## config.mk

```make
export PLATFORM = sky130hd
export DESIGN_NAME = pipe_fetch_ctrl_flat
export DESIGN_NICKNAME = d
export VERILOG_FILES = /design/src/rtl/pipe_fetch_ctrl_if.sv /design/src/rtl/pipe_fetch_ctrl.sv /design/src/flat_wrapper.sv
export SDC_FILE = /design/constraint.sdc
export NUM_CORES = 1
export LEC_CHECK = 0
export CAP_MARGIN = 20
export CORE_MARGIN = 2
export CORE_UTILIZATION = 45
export CTS_BUF_LIST = sky130_fd_sc_hd__clkbuf_16
export CTS_CLUSTER_DIAMETER = 150
export DETAILED_ROUTE_END_ITERATION = 10
export PLACE_DENSITY = 0.74
export SETUP_SLACK_MARGIN = 0.2
export SLEW_MARGIN = 15
export SYNTH_ARGS = -nofsm -noshare
export SYNTH_HDL_FRONTEND = slang
export SYNTH_SLANG_ARGS = --single-unit
```

## constraint.sdc

```tcl
create_clock -name clk -period 3 [get_ports clk]
set_input_delay 0.3 -clock clk [delete_from_list [all_inputs] [get_ports clk]]
set_output_delay 0.3 -clock clk [all_outputs]
set_load 0.05 [all_outputs]
```

## src/rtl/pipe_fetch_ctrl_if.sv

```systemverilog
// Purpose : Bundles the fetch stage's memory handshake, branch redirect,
//           and ID-side signals into one port.
// Signals : imem_req/imem_addr/imem_ack/inst_in  - instruction memory side
//           br_taken/br_target                   - redirect from EX
//           id_stall/inst/if_valid               - hand-off to ID
//           pc/wpcir/fetch_cnt                   - status outputs
// Modports: master = fetch controller, slave = surrounding pipeline/memory.
interface pipe_fetch_ctrl_if #(
    parameter int unsigned CNT_W = 16
);
    logic             imem_req;
    logic [31:0]      imem_addr;
    logic             imem_ack;
    logic [31:0]      inst_in;
    logic             br_taken;
    logic [31:0]      br_target;
    logic             id_stall;
    logic [31:0]      inst;
    logic             if_valid;
    logic [31:0]      pc;
    logic             wpcir;
    logic [CNT_W-1:0] fetch_cnt;

    modport master (
        output imem_req, imem_addr, inst, if_valid, pc, wpcir, fetch_cnt,
        input  imem_ack, inst_in, br_taken, br_target, id_stall
    );

    modport slave (
        input  imem_req, imem_addr, inst, if_valid, pc, wpcir, fetch_cnt,
        output imem_ack, inst_in, br_taken, br_target, id_stall
    );
endinterface

```

## src/rtl/pipe_fetch_ctrl.sv

```systemverilog
// Purpose : Instruction-fetch controller. Issues word-aligned fetches,
//           holds a single-entry instruction buffer toward ID, applies
//           branch redirects with flush, and drains a fetch that is still
//           in flight when a redirect arrives.
// Ports   : clk   - rising-edge clock
//           clrn  - asynchronous active-low reset
//           bus   - pipe_fetch_ctrl_if.master (see interface for signals)
// Notes   : imem_req and wpcir are decoded from the current state and
//           inputs (they must react to id_stall / br_taken in the same
//           cycle); every other output is a flop.
module pipe_fetch_ctrl #(
    parameter logic [31:0] RESET_PC = 32'h0000_0000,
    parameter int unsigned CNT_W    = 16
) (
    input  logic              clk,
    input  logic              clrn,
    pipe_fetch_ctrl_if.master bus
);

    localparam int unsigned     XLEN    = 32;
    localparam logic [XLEN-1:0] PC_INIT = RESET_PC & ~XLEN'(3);
    localparam logic [CNT_W-1:0] CNT_MAX = '1;

    typedef enum logic [1:0] {
        IDLE  = 2'd0,
        FETCH = 2'd1,
        DRAIN = 2'd2
    } state_t;

    state_t            state, state_n;
    logic [XLEN-1:0]   pc_q, pc_n;
    logic [XLEN-1:0]   addr_q, addr_n;
    logic [XLEN-1:0]   inst_q, inst_n;
    logic              valid_q, valid_n;
    logic              held_q, held_n;
    logic [CNT_W-1:0]  cnt_q, cnt_n;
    logic              req_c, wpcir_c;
    logic              free, consume;
    logic [XLEN-1:0]   br_pc;

    // State and datapath registers
    always_ff @(posedge clk or negedge clrn) begin
        if (!clrn) begin
            state   <= IDLE;
            pc_q    <= PC_INIT;
            addr_q  <= PC_INIT;
            inst_q  <= '0;
            valid_q <= 1'b0;
            held_q  <= 1'b0;
            cnt_q   <= '0;
        end else begin
            state   <= state_n;
            pc_q    <= pc_n;
            addr_q  <= addr_n;
            inst_q  <= inst_n;
            valid_q <= valid_n;
            held_q  <= held_n;
            cnt_q   <= cnt_n;
        end
    end

    // Next-state, datapath next values and decoded outputs
    always_comb begin
        state_n = state;
        pc_n    = pc_q;
        addr_n  = addr_q;
        inst_n  = inst_q;
        valid_n = valid_q;
        held_n  = 1'b0;
        cnt_n   = cnt_q;
        req_c   = 1'b0;
        wpcir_c = 1'b0;
        free    = !valid_q || !bus.id_stall;
        consume = valid_q && !bus.id_stall;
        br_pc   = bus.br_target & ~XLEN'(3);

        // A consume is counted even when a redirect flushes the buffer
        // behind it; flushed entries never reach consume, so never count.
        if (consume && (cnt_q != CNT_MAX)) begin
            cnt_n = cnt_q + CNT_W'(1);
        end

        unique case (state)
            IDLE: begin
                state_n = FETCH;
            end

            FETCH: begin
                // A started request stays up until acked, even if ID stalls.
                // A held request always has an empty buffer behind it, so
                // its ack can never overwrite an unconsumed instruction.
                req_c  = held_q || free;
                held_n = req_c && !bus.imem_ack;
                if (bus.br_taken) begin
                    pc_n    = br_pc;
                    wpcir_c = 1'b1;
                    valid_n = 1'b0;
                    if (held_n) begin
                        state_n = DRAIN;
                    end else begin
                        addr_n = br_pc;
                    end
                end else if (req_c && bus.imem_ack) begin
                    inst_n  = bus.inst_in;
                    valid_n = 1'b1;
                    pc_n    = pc_q + XLEN'(4);
                    addr_n  = pc_q + XLEN'(4);
                    wpcir_c = 1'b1;
                end else if (consume) begin
                    valid_n = 1'b0;
                end
            end

            DRAIN: begin
                // Finish the stale request at its old address, drop its data.
                req_c  = 1'b1;
                held_n = !bus.imem_ack;
                if (bus.br_taken) begin
                    pc_n    = br_pc;
                    wpcir_c = 1'b1;
                    valid_n = 1'b0;
                end
                // Ack ends the drain; a redirect in the same cycle still
                // supplies the address of the next request.
                if (bus.imem_ack) begin
                    state_n = FETCH;
                    addr_n  = pc_n;
                end
            end

            default: begin
                state_n = IDLE;
            end
        endcase
    end

    assign bus.imem_req  = req_c;
    assign bus.imem_addr = addr_q;
    assign bus.inst      = inst_q;
    assign bus.if_valid  = valid_q;
    assign bus.pc        = pc_q;
    assign bus.wpcir     = wpcir_c;
    assign bus.fetch_cnt = cnt_q;

endmodule

```

## src/flat_wrapper.sv

```systemverilog
// flat-port wrapper written by rule: the top's interface ports become plain ports
module pipe_fetch_ctrl_flat 
#(
    parameter logic [31:0] RESET_PC = 32'h0000_0000,
    parameter int unsigned CNT_W    = 16
)
  (clk, clrn, bus_imem_req, bus_imem_addr, bus_inst, bus_if_valid, bus_pc, bus_wpcir, bus_fetch_cnt, bus_imem_ack, bus_inst_in, bus_br_taken, bus_br_target, bus_id_stall);
  pipe_fetch_ctrl_if #(.CNT_W(CNT_W)) bus_i ();
  input  logic clk;
  input  logic clrn;
  output wire logic [$bits(bus_i.imem_req)-1:0] bus_imem_req;
  output wire logic [$bits(bus_i.imem_addr)-1:0] bus_imem_addr;
  output wire logic [$bits(bus_i.inst)-1:0] bus_inst;
  output wire logic [$bits(bus_i.if_valid)-1:0] bus_if_valid;
  output wire logic [$bits(bus_i.pc)-1:0] bus_pc;
  output wire logic [$bits(bus_i.wpcir)-1:0] bus_wpcir;
  output wire logic [$bits(bus_i.fetch_cnt)-1:0] bus_fetch_cnt;
  input wire logic [$bits(bus_i.imem_ack)-1:0] bus_imem_ack;
  input wire logic [$bits(bus_i.inst_in)-1:0] bus_inst_in;
  input wire logic [$bits(bus_i.br_taken)-1:0] bus_br_taken;
  input wire logic [$bits(bus_i.br_target)-1:0] bus_br_target;
  input wire logic [$bits(bus_i.id_stall)-1:0] bus_id_stall;
  assign bus_imem_req = bus_i.imem_req;
  assign bus_imem_addr = bus_i.imem_addr;
  assign bus_inst = bus_i.inst;
  assign bus_if_valid = bus_i.if_valid;
  assign bus_pc = bus_i.pc;
  assign bus_wpcir = bus_i.wpcir;
  assign bus_fetch_cnt = bus_i.fetch_cnt;
  assign bus_i.imem_ack = bus_imem_ack;
  assign bus_i.inst_in = bus_inst_in;
  assign bus_i.br_taken = bus_br_taken;
  assign bus_i.br_target = bus_br_target;
  assign bus_i.id_stall = bus_id_stall;
  pipe_fetch_ctrl #(.RESET_PC(RESET_PC), .CNT_W(CNT_W)) u_core (.clk(clk), .clrn(clrn), .bus(bus_i));
endmodule
```

Word level (Yosys, flattened, before mapping). Index checks and enable logic that the tools add are counted.

RAM bits: 0. Output and inout bits: 115. Bits in latches: 0. Memories: 0. Flip-flop bits (word level): 116. ROM bits: 0.

$lt $le $gt $ge: 0. Div/mod/pow operators: 0. Shifts and indexed selects: 0. $mul: 0. Muxes and demuxes: 23. Reduce and logical (&&, ||, !) cells: 16. Bitwise gates (word level): 1. $add $sub $neg: 2. Equality and inequality tests: 10.

Operators with widths (count): 32-bit 2-to-1 mux (6); 32-bit case mux with 2 select lines (2); 32-bit by 3-bit adder with 32-bit output, second input constant (1); 16-bit by 1-bit adder with 16-bit output, second input constant (1); 16-bit inequality test, second input constant (1); 3-bit AND reduction (3); 1-bit case mux with 2 select lines (4); 1-bit 2-to-1 mux (7); 2-bit 2-to-1 mux (3); 2-bit inequality test, second input constant (3); 2-bit case mux with 3 select lines (1); 1-bit logical AND (4); 4-bit by 2-bit inequality test with 1-bit output, second input constant (1); 4-bit AND reduction (1); 1-bit zero test (3); 3-bit by 2-bit inequality test with 1-bit output, second input constant (1); 3-bit inequality test, second input constant (1); 2-bit by 1-bit equality test with 1-bit output, second input constant (1); 2-bit equality test, second input constant (1); 2-bit zero test (1); 1-bit logical OR (2); 2-bit by 1-bit inequality test with 1-bit output, second input constant (1); 2-bit AND reduction (1); 2-bit nonzero test (1); 1-bit NOT (1).

Logic depth before layout (Yosys ltp). Gate-level depths: netlist of the first run.

Depth after elaboration: 7. Mapped depth: 10. Depth with buffers taken out: 7.

Least setup slack after synthesis of the first run. No wires, ideal clock.

Kind: input-to-output. From: input port bus_br_taken. To: output port bus_wpcir. Slack: 0.295 ns. Stages: 5. Path buffers: 3. Data arrival time: 2.405 ns. Path through: clkbuf_1 clkbuf_1 buf_1 o21ai_0 a21boi_0.

Word-level cells in the longest chain between the ends: 2. Elaborated cells between the ends (all ways): 3.

RTL lines: from (decl) (RTL line flat_wrapper.sv:20) `input wire logic [$bits(bus_i.br_taken)-1:0] bus_br_taken;`; 1-bit 2-to-1 mux (on tied branches) (RTL line pipe_fetch_ctrl.sv:118, pipe_fetch_ctrl.sv:94); 1-bit case mux with 2 select lines (*) (RTL line pipe_fetch_ctrl.sv:83) `unique case (state)`; to (decl) (RTL line flat_wrapper.sv:16) `output wire logic [$bits(bus_i.wpcir)-1:0] bus_wpcir;`.

Every way passes the cells marked *; elsewhere a longest branch is shown, timed or not.

Worst setup path after layout of the first run.
From: register u_core.state[1]. To: output port bus_imem_req.

Word-level cells in the longest chain between the ends: 2. Elaborated cells between the ends (all ways): 3.

RTL lines: from (decl) (RTL line pipe_fetch_ctrl.sv:30) `state_t state, state_n;`; from (signal assigned) (RTL line pipe_fetch_ctrl.sv:52) `state <= state_n;`; 2-bit equality test / 2-bit by 1-bit equality test with 1-bit output (equally long branches) (RTL line pipe_fetch_ctrl.sv:83); 1-bit case mux with 2 select lines (*) (RTL line pipe_fetch_ctrl.sv:83); to (decl) (RTL line flat_wrapper.sv:11) `output wire logic [$bits(bus_i.imem_req)-1:0] bus_imem_req;`.

Marks and branches as above.

==> results of run 1 <==
[final timing paths]
| check | startpoint | to | slack (ns) | cells past startpoint |
|---|---|---|---|---|
| worst max-delay path | u_core.state[1] | bus_imem_req | 0.49 | 4 |
| worst min-delay path | bus_br_taken | u_core.bus.if_valid | 0.27 | 2 |
| worst max register to register | u_core.state[0] | u_core.bus.imem_addr[18] | 0.54 | 7 |
| worst min register to register | u_core.bus.imem_addr[31] | u_core.bus.imem_addr[31] | 0.48 | 2 |
| max in group asynchronous | clrn | u_core.bus.pc[19] | 1.82 | 3 |
| min in group asynchronous | clrn | u_core.bus.fetch_cnt[3] | 0.39 | 2 |
[layout by cell type (no fill, tap or decap), drive strengths merged, types with 3 or more instances in the layout]
cell and count:
clkdlybuf4s50 177, dfrtp 116, o21ai 66, nand2 57, mux2 55, a21oi 37, inv 26, nor2 24
nand3 19, mux2i 17, clkbuf 17, nor2b 15, buf 15, nand4 14, o31ai 12, and3 10
nand2b 10, xnor2 9, nor3 8, clkinv 8, nor4 8, a31oi 7, o21bai 7, ha 6
bufinv 6, a41oi 5, and2 4, a22o 4, a211o 4, a21boi 4, xor2 3, and4 3
a21o 3, a32oi 3, a22oi 3, or4 3
[registers in the layout, summed over array words and instances (netlist names)]
register,flops
u_core.bus.fetch_cnt,16
u_core.state,2
u_core.bus.pc,32
u_core.bus.if_valid,1
u_core.held_q,1
u_core.bus.imem_addr,32
u_core.bus.inst,32
[cell type report]
| cell class | count | area (um2) |
|---|---|---|
| well taps | 176 | 220 |
| flip-flops and latches | 116 | 2900 |
| clock inverters | 15 | 218 |
| inverters | 25 | 93.8 |
| multi-input cells | 438 | 3010 |
| repair buffers | 195 | 1930 |
| fillers | 1065 | 4430 |
| clock buffers | 17 | 425 |
[metal layers]
layer  vias to the layer above  GRT usage, %  share of wire (%)
li1                       2585             -                  -
met1                      2571          29.5                 42
met2                       189          39.2                 48
met3                        26          7.08                8.0
met4                         0          8.14                1.8
met5                         -             0                  0
[power by group through the flow]
stage          sequential, mW  combinational [mW]  clock (mW)
6_report                 2.89                5.91        2.23
5_1_grt                  2.99                6.26        2.34
4_1_cts                  2.89                5.95        2.27
3_5_place_dp             2.91                5.94           0
3_3_place_gp             2.85                5.83           0
2_1_floorplan            4.98                1.76           0
[cell usage after synthesis (3+ instances only)]
cell        n
and2_1      4
buf_2       3
a211o_1     4
inv_1      25
nor2_1     23
mux2i_1    17
nor2b_1    15
mux2_1      5
o21bai_1    7
xnor2_1     9
dfrtp_1   116
nand3_1    18
and4_1      3
nor4_4      3
a32oi_1     3
o21ai_0    52
clkbuf_1   24
a21o_1      3
a31oi_1     7
a21oi_1    37
o21ai_1    14
nor4_1      5
xor2_1      3
a22oi_1     3
and3_1     10
a41oi_1     5
o31ai_1    12
mux2_2     50
nor3_1      6
buf_1       7
nand4_1    13
nand2_1    57
a22o_1      4
nand2b_1   10
ha_1        6
[worst max-delay path, delay by kind of cell, from the launching register on]
kind	cells	cell delay [ns]
flops	1	0.41
fa+ha+maj	1	0.49
simple gates	1	0.23
buf+inv	2	0.66
[timing repair]
| item | 4_1_cts | 5_1_grt |
|---|---|---|
| gates resized for setup | 2 | 0 |
| endpoints found under the hold margin | 34 | 0 |
| setup endpoints to repair | 2 | 0 |
| hold buffers | 1 | 0 |
[kinds of logic after synthesis]
| logic type | Yosys count |
|---|---|
| buffers and inverters | 59 |
| DFF | 116 |
| and+or+nand+nor | 180 |
| muxes | 72 |
| xor gates and xnor gates | 12 |
| adders and majority gates | 6 |
| AOI/OAI and AO/OA | 168 |
==> reports/results.ini, run 1 <==
[status]
outcome = finished, final reports clean

[logic_synthesis]
yosys.area_share.simple_pct = 16.2
synth_ff_type = dfrtp_1
ys_seq_elements = 116
synth_xor_xnor_area_share_pct = 1.72
synthCells = 613
ys.warnings.count = 0
synthArstFlopShare_pct = 100
yosysTopAreaCell = dfrtp_1
synth_mux_area_share_pct = 12.9
synthesis.area_um2 = 6120
syn-num-nets = 688
yosys-top-cells-area = dfrtp_1 47%, mux2_2 9.2%, o21ai_0 4.3%
synth_edf_count = 0
synth_top_family_by_area = compound AO/OA/AOI/OAI gates
synth_compound_area_share_pct = 16.8
avgSynthCellArea_um2 = 9.98
synthDistinctLibCells = 58
ys_seq_area_share_pct = 47.5
synth_top_area_share_pct = 47.5
synth_fa_ha_area_share_pct = 1.23

[route]
drt-total-wl_mm = 16.6
first_pass_iters = 5
num_vias = 5371
viasPerCell = 5.47
drtAntennaViolNets = 0
drt_iter0_drc = 304
routedWlPerCell_um = 16.9
drc = 0

[timing]
fin_crit_sh_pct = 83.6
fin_ws_ns = 0.491
skew_ns = 0.00780
final_max_slew_viol_count = 0
tightest_slew_ns = 0.909
whs_ns = 0.266
relSlewSlack_pct = 39.2
rsz0062_at_grt = no
setup_violations = 0
fin_setup_tns_ns = 0
fmax_mhz = 398
hold_viol = 0
period_minus_slack_ns = 2.51

[power]
combinationalPowerShare_pct = 53.6
cellPowerDensity_nw_per_um2 = 1250
internal_power_mw = 5.81
p_sw_share_pct = 47.3
pwr-share-clk_pct = 20.2
power_mw = 11.0
p_leak_nw = 3.72
seqPwrFrac_pct = 26.2
power.switching_mw = 5.22
ir_drop_uv = 872

[global_route]
grt_pass1_wl_mm = 27.0
grt_pass1_vias = 5388
antenna_found_initial = 0
track_usage_pct = 23.7
overflow = 0
grt_max_degree = 84

[worst_setup_path]
worstPathCellList = inv_1 > ha_1 > nor2b_1 > dlygate4sd2_1
max_stage_delay_ns = 0.58
worst_setup_path_start_kind = flip-flop
slowest_stage = dlygate4sd2_1
cp.arrival_ns = 2.21
endpoint_kind = output port
crit_fanout = 9
cp.required_ns = 2.70
crit_type = reg2out

[floorplan]
die_h_um = 121
rows = 42
start_util_pct = 46.2
die-width_um = 121
dieArea_um2 = 14500
ios = 184
core_area_um2 = 13200

[place]
place.gp.congestion = 0.779
place_area_um2 = 8160
pre_cts_slack_ns = 0.414
port_buffers = 181
dp_cells = 949
dpl.hpwl_mm = 11.6

[layout]
syn2layout_area_growth_pct = 44.0
drive_gt1_share_pct = 13.2
final_core_util_pct = 66.5
antenna_cells = 0
fin_nets = 868
fin_area_um2 = 8810
stdcell_count = 982

[clocking]
clk_path_buf_depth = 2
cts-root-buf = clkbuf_16
path_clk_slew_ns = 0.06
cts_buffers = 17
cts_tree = yes
post_cts_buffers = 0
cts.sinks = 116
cts_htree_levels = 4
clk_latency_ns = 0.42

[run]
maxCapViolations = 0

[hold_path]
hp-class = in2reg

Power figures use the tool's default switching activity.
==> run 2, diff against run 1 <==
CORE_UTILIZATION = 43   (was 45)
clock period = 2.3 ns   (was 3 ns; I/O delays follow)
==> reports/results.ini, run 2 (synthesized netlist as in run 1, its figures left out) <==
[route]
top_layer = met4
wl_met3_mm = 1.32  ; about the same
routedWlPerCell_um = 16.6  ; -1.7%
wl_met2_mm = 8.26  ; +3.5%
viasPerCell = 5.44  ; -0.63%
drtAntennaViolNets = 0  ; unchanged
drc = 0  ; unchanged
first_pass_iters = 4  ; -1
met1_length_mm = 6.98  ; -0.65%
drt-total-wl_mm = 16.8  ; +1.2%
num_vias = 5495  ; +2.3%
drt_iter0_drc = 351  ; +15%

[worst_setup_path]
cp.arrival_ns = 2.53  ; +0.32 ns
regToRegEndpoint = u_core.bus.imem_addr[20]
cp.required_ns = 2.64  ; -0.06 ns
crit_fanout = 5  ; -4
reg2regPathDepth = 6  ; -1
worst_setup_path_start_kind = flip-flop
r2r_start = u_core.state[1]
reg2reg_slack_ns = 0.11  ; -0.43 ns
critPathLaunch = u_core.state[1]
endpoint = u_core.bus.imem_addr[20]
endpoint_kind = flip-flop
crit_type = reg2reg

[floorplan]
rows = 43  ; +2.4%
start_util_pct = 44.1  ; -2.1 points
ios = 184  ; unchanged
core_area_um2 = 13900  ; +4.8%
die-width_um = 123  ; +2.2%
die_h_um = 123  ; +2.2%
dieArea_um2 = 15200  ; +4.5%

[layout]
syn2layout_area_growth_pct = 50.6
final_common_cell = clkdlybuf4s50_1
final_core_util_pct = 66.4  ; -0.16 points
fin_area_um2 = 9210  ; +4.6%
antenna_cells = 0  ; unchanged
fillers = 1085  ; +1.9%
fin_nets = 893  ; +2.9%
final_cell_mix = 177 x clkdlybuf4s50_1, 97 x dfrtp_1, 56 x nand2_1
drive_gt1_share_pct = 20.8  ; +7.7 points

[timing]
hold_viol = 0  ; unchanged
tightest_slew_ns = 0.558  ; -0.352 ns
rsz0062_at_grt = yes
relSlewSlack_pct = 62.7  ; +23 points
period_minus_slack_ns = 2.19
final_max_slew_viol_count = 0  ; unchanged
fmax_mhz = 458
skew_ns = 0.00935  ; +0.00155 ns
fin_crit_sh_pct = 95.0
whs_ns = 0.339  ; +0.0735 ns
setup_violations = 0  ; unchanged
fin_setup_tns_ns = 0  ; unchanged

[global_route]
grt_pass1_wl_mm = 26.3  ; -2.5%
antenna_found_initial = 0  ; unchanged
grt_pass1_vias = 5458  ; +1.3%
grt_max_degree = 96  ; +14%
overflow = 0  ; unchanged
track_usage_pct = 22.2  ; -1.4 points

[clocking]
path_clk_slew_ns = 0.05  ; about the same
cts_htree_levels = 4  ; unchanged
clk_path_buf_depth = 2  ; unchanged
cts-root-buf = clkbuf_16
cts_buffers = 17  ; unchanged
cts_tree = yes
clk_latency_ns = 0.42  ; about the same
cts.sinks = 116  ; unchanged

[place]
place.gp.congestion = 0.799  ; +2.6%
place_area_um2 = 8440  ; +3.4%
port_buffers = 181  ; unchanged
dpl.hpwl_mm = 11.8  ; +1.2%

[run]
maxCapViolations = 0  ; unchanged

[power]
cellPowerDensity_nw_per_um2 = 1590  ; +27%
ir_drop_uv = 829  ; -4.9%
p_leak_nw = 3.90  ; +4.7%

[hold_path]
hp-class = in2async

[status]
outcome = finished, final reports clean

==> run 2: per-stage QoR <==
| stage | setup WS (ns) | power (mW) | std cells |
|---|---|---|---|
| final | 0.114 | 14.6 | 1011 |
| after global routing | 0.0405 | 15.4 | 1011 |
| after CTS | 0.114 | 14.7 | 1007 |
| after detailed placement | 0.0501 | 11.9 | 967 |
| after global placement | 0.113 | 11.7 | 967 |
| after floorplan | 0.111 | 8.93 | 613 |
==> run 2: area by class of cell <==
cell class / count / area [um2] / share of cell area (%)
clock buffer: 17 / 425 / 4.62
clock inverter: 15 / 173 / 1.87
inverter: 25 / 93.8 / 1.02
multi-input combinational: 438 / 3150 / 34.1
sequential: 116 / 2930 / 31.8
tap: 180 / 225 / 2.44
timing repair buffer: 220 / 2220 / 24.1
==> run 2: worst min-delay path by stage <==
| stage | from | endpoint |
|---|---|---|
| floorplan | clrn | u_core.bus.fetch_cnt[0] |
| global placement | clrn | u_core.bus.inst[25] |
| detailed placement | clrn | u_core.bus.inst[25] |
| CTS | clrn | u_core.bus.inst[25] |
| global route | clrn | u_core.bus.fetch_cnt[7] |
| finish | clrn | u_core.bus.fetch_cnt[8] |
==> run 2: what timing repair did <==
action                     in CTS  in global routing
setup endpoints to repair      23                 31
resized for setup               7                 16
hold endpoints to repair       35                  0
setup buffers                   7                  4
pin swaps                       2                  7
hold buffers                    1                  0
==> run 2: power by group <==
group	switching [mW]	internal [mW]	total (mW)	leakage, nW
clock network	0.898	1.78	2.68	0.307
registers	0.856	2.96	3.81	1.42
logic	5.17	2.97	8.13	2.17
total	6.92	7.70	14.6	3.90
==> run 2: layer usage <==
metal | GRT usage (%) | vias to the layer above
met5 | 0 | -
met4 | 8.31 | 0
met3 | 6.78 | 20
met2 | 37.3 | 189
met1 | 26.9 | 2642
li1 | - | 2644
==> run 2: worst max-delay path, stage by stage (launching register included) <==
cell and delay, ns:
dfrtp_2 0.44, ha_4 0.17, nand4bb_4 0.22, or4_4 0.54, nor3_4 0.26, mux2_2 0.37, o21ai_1 0.11
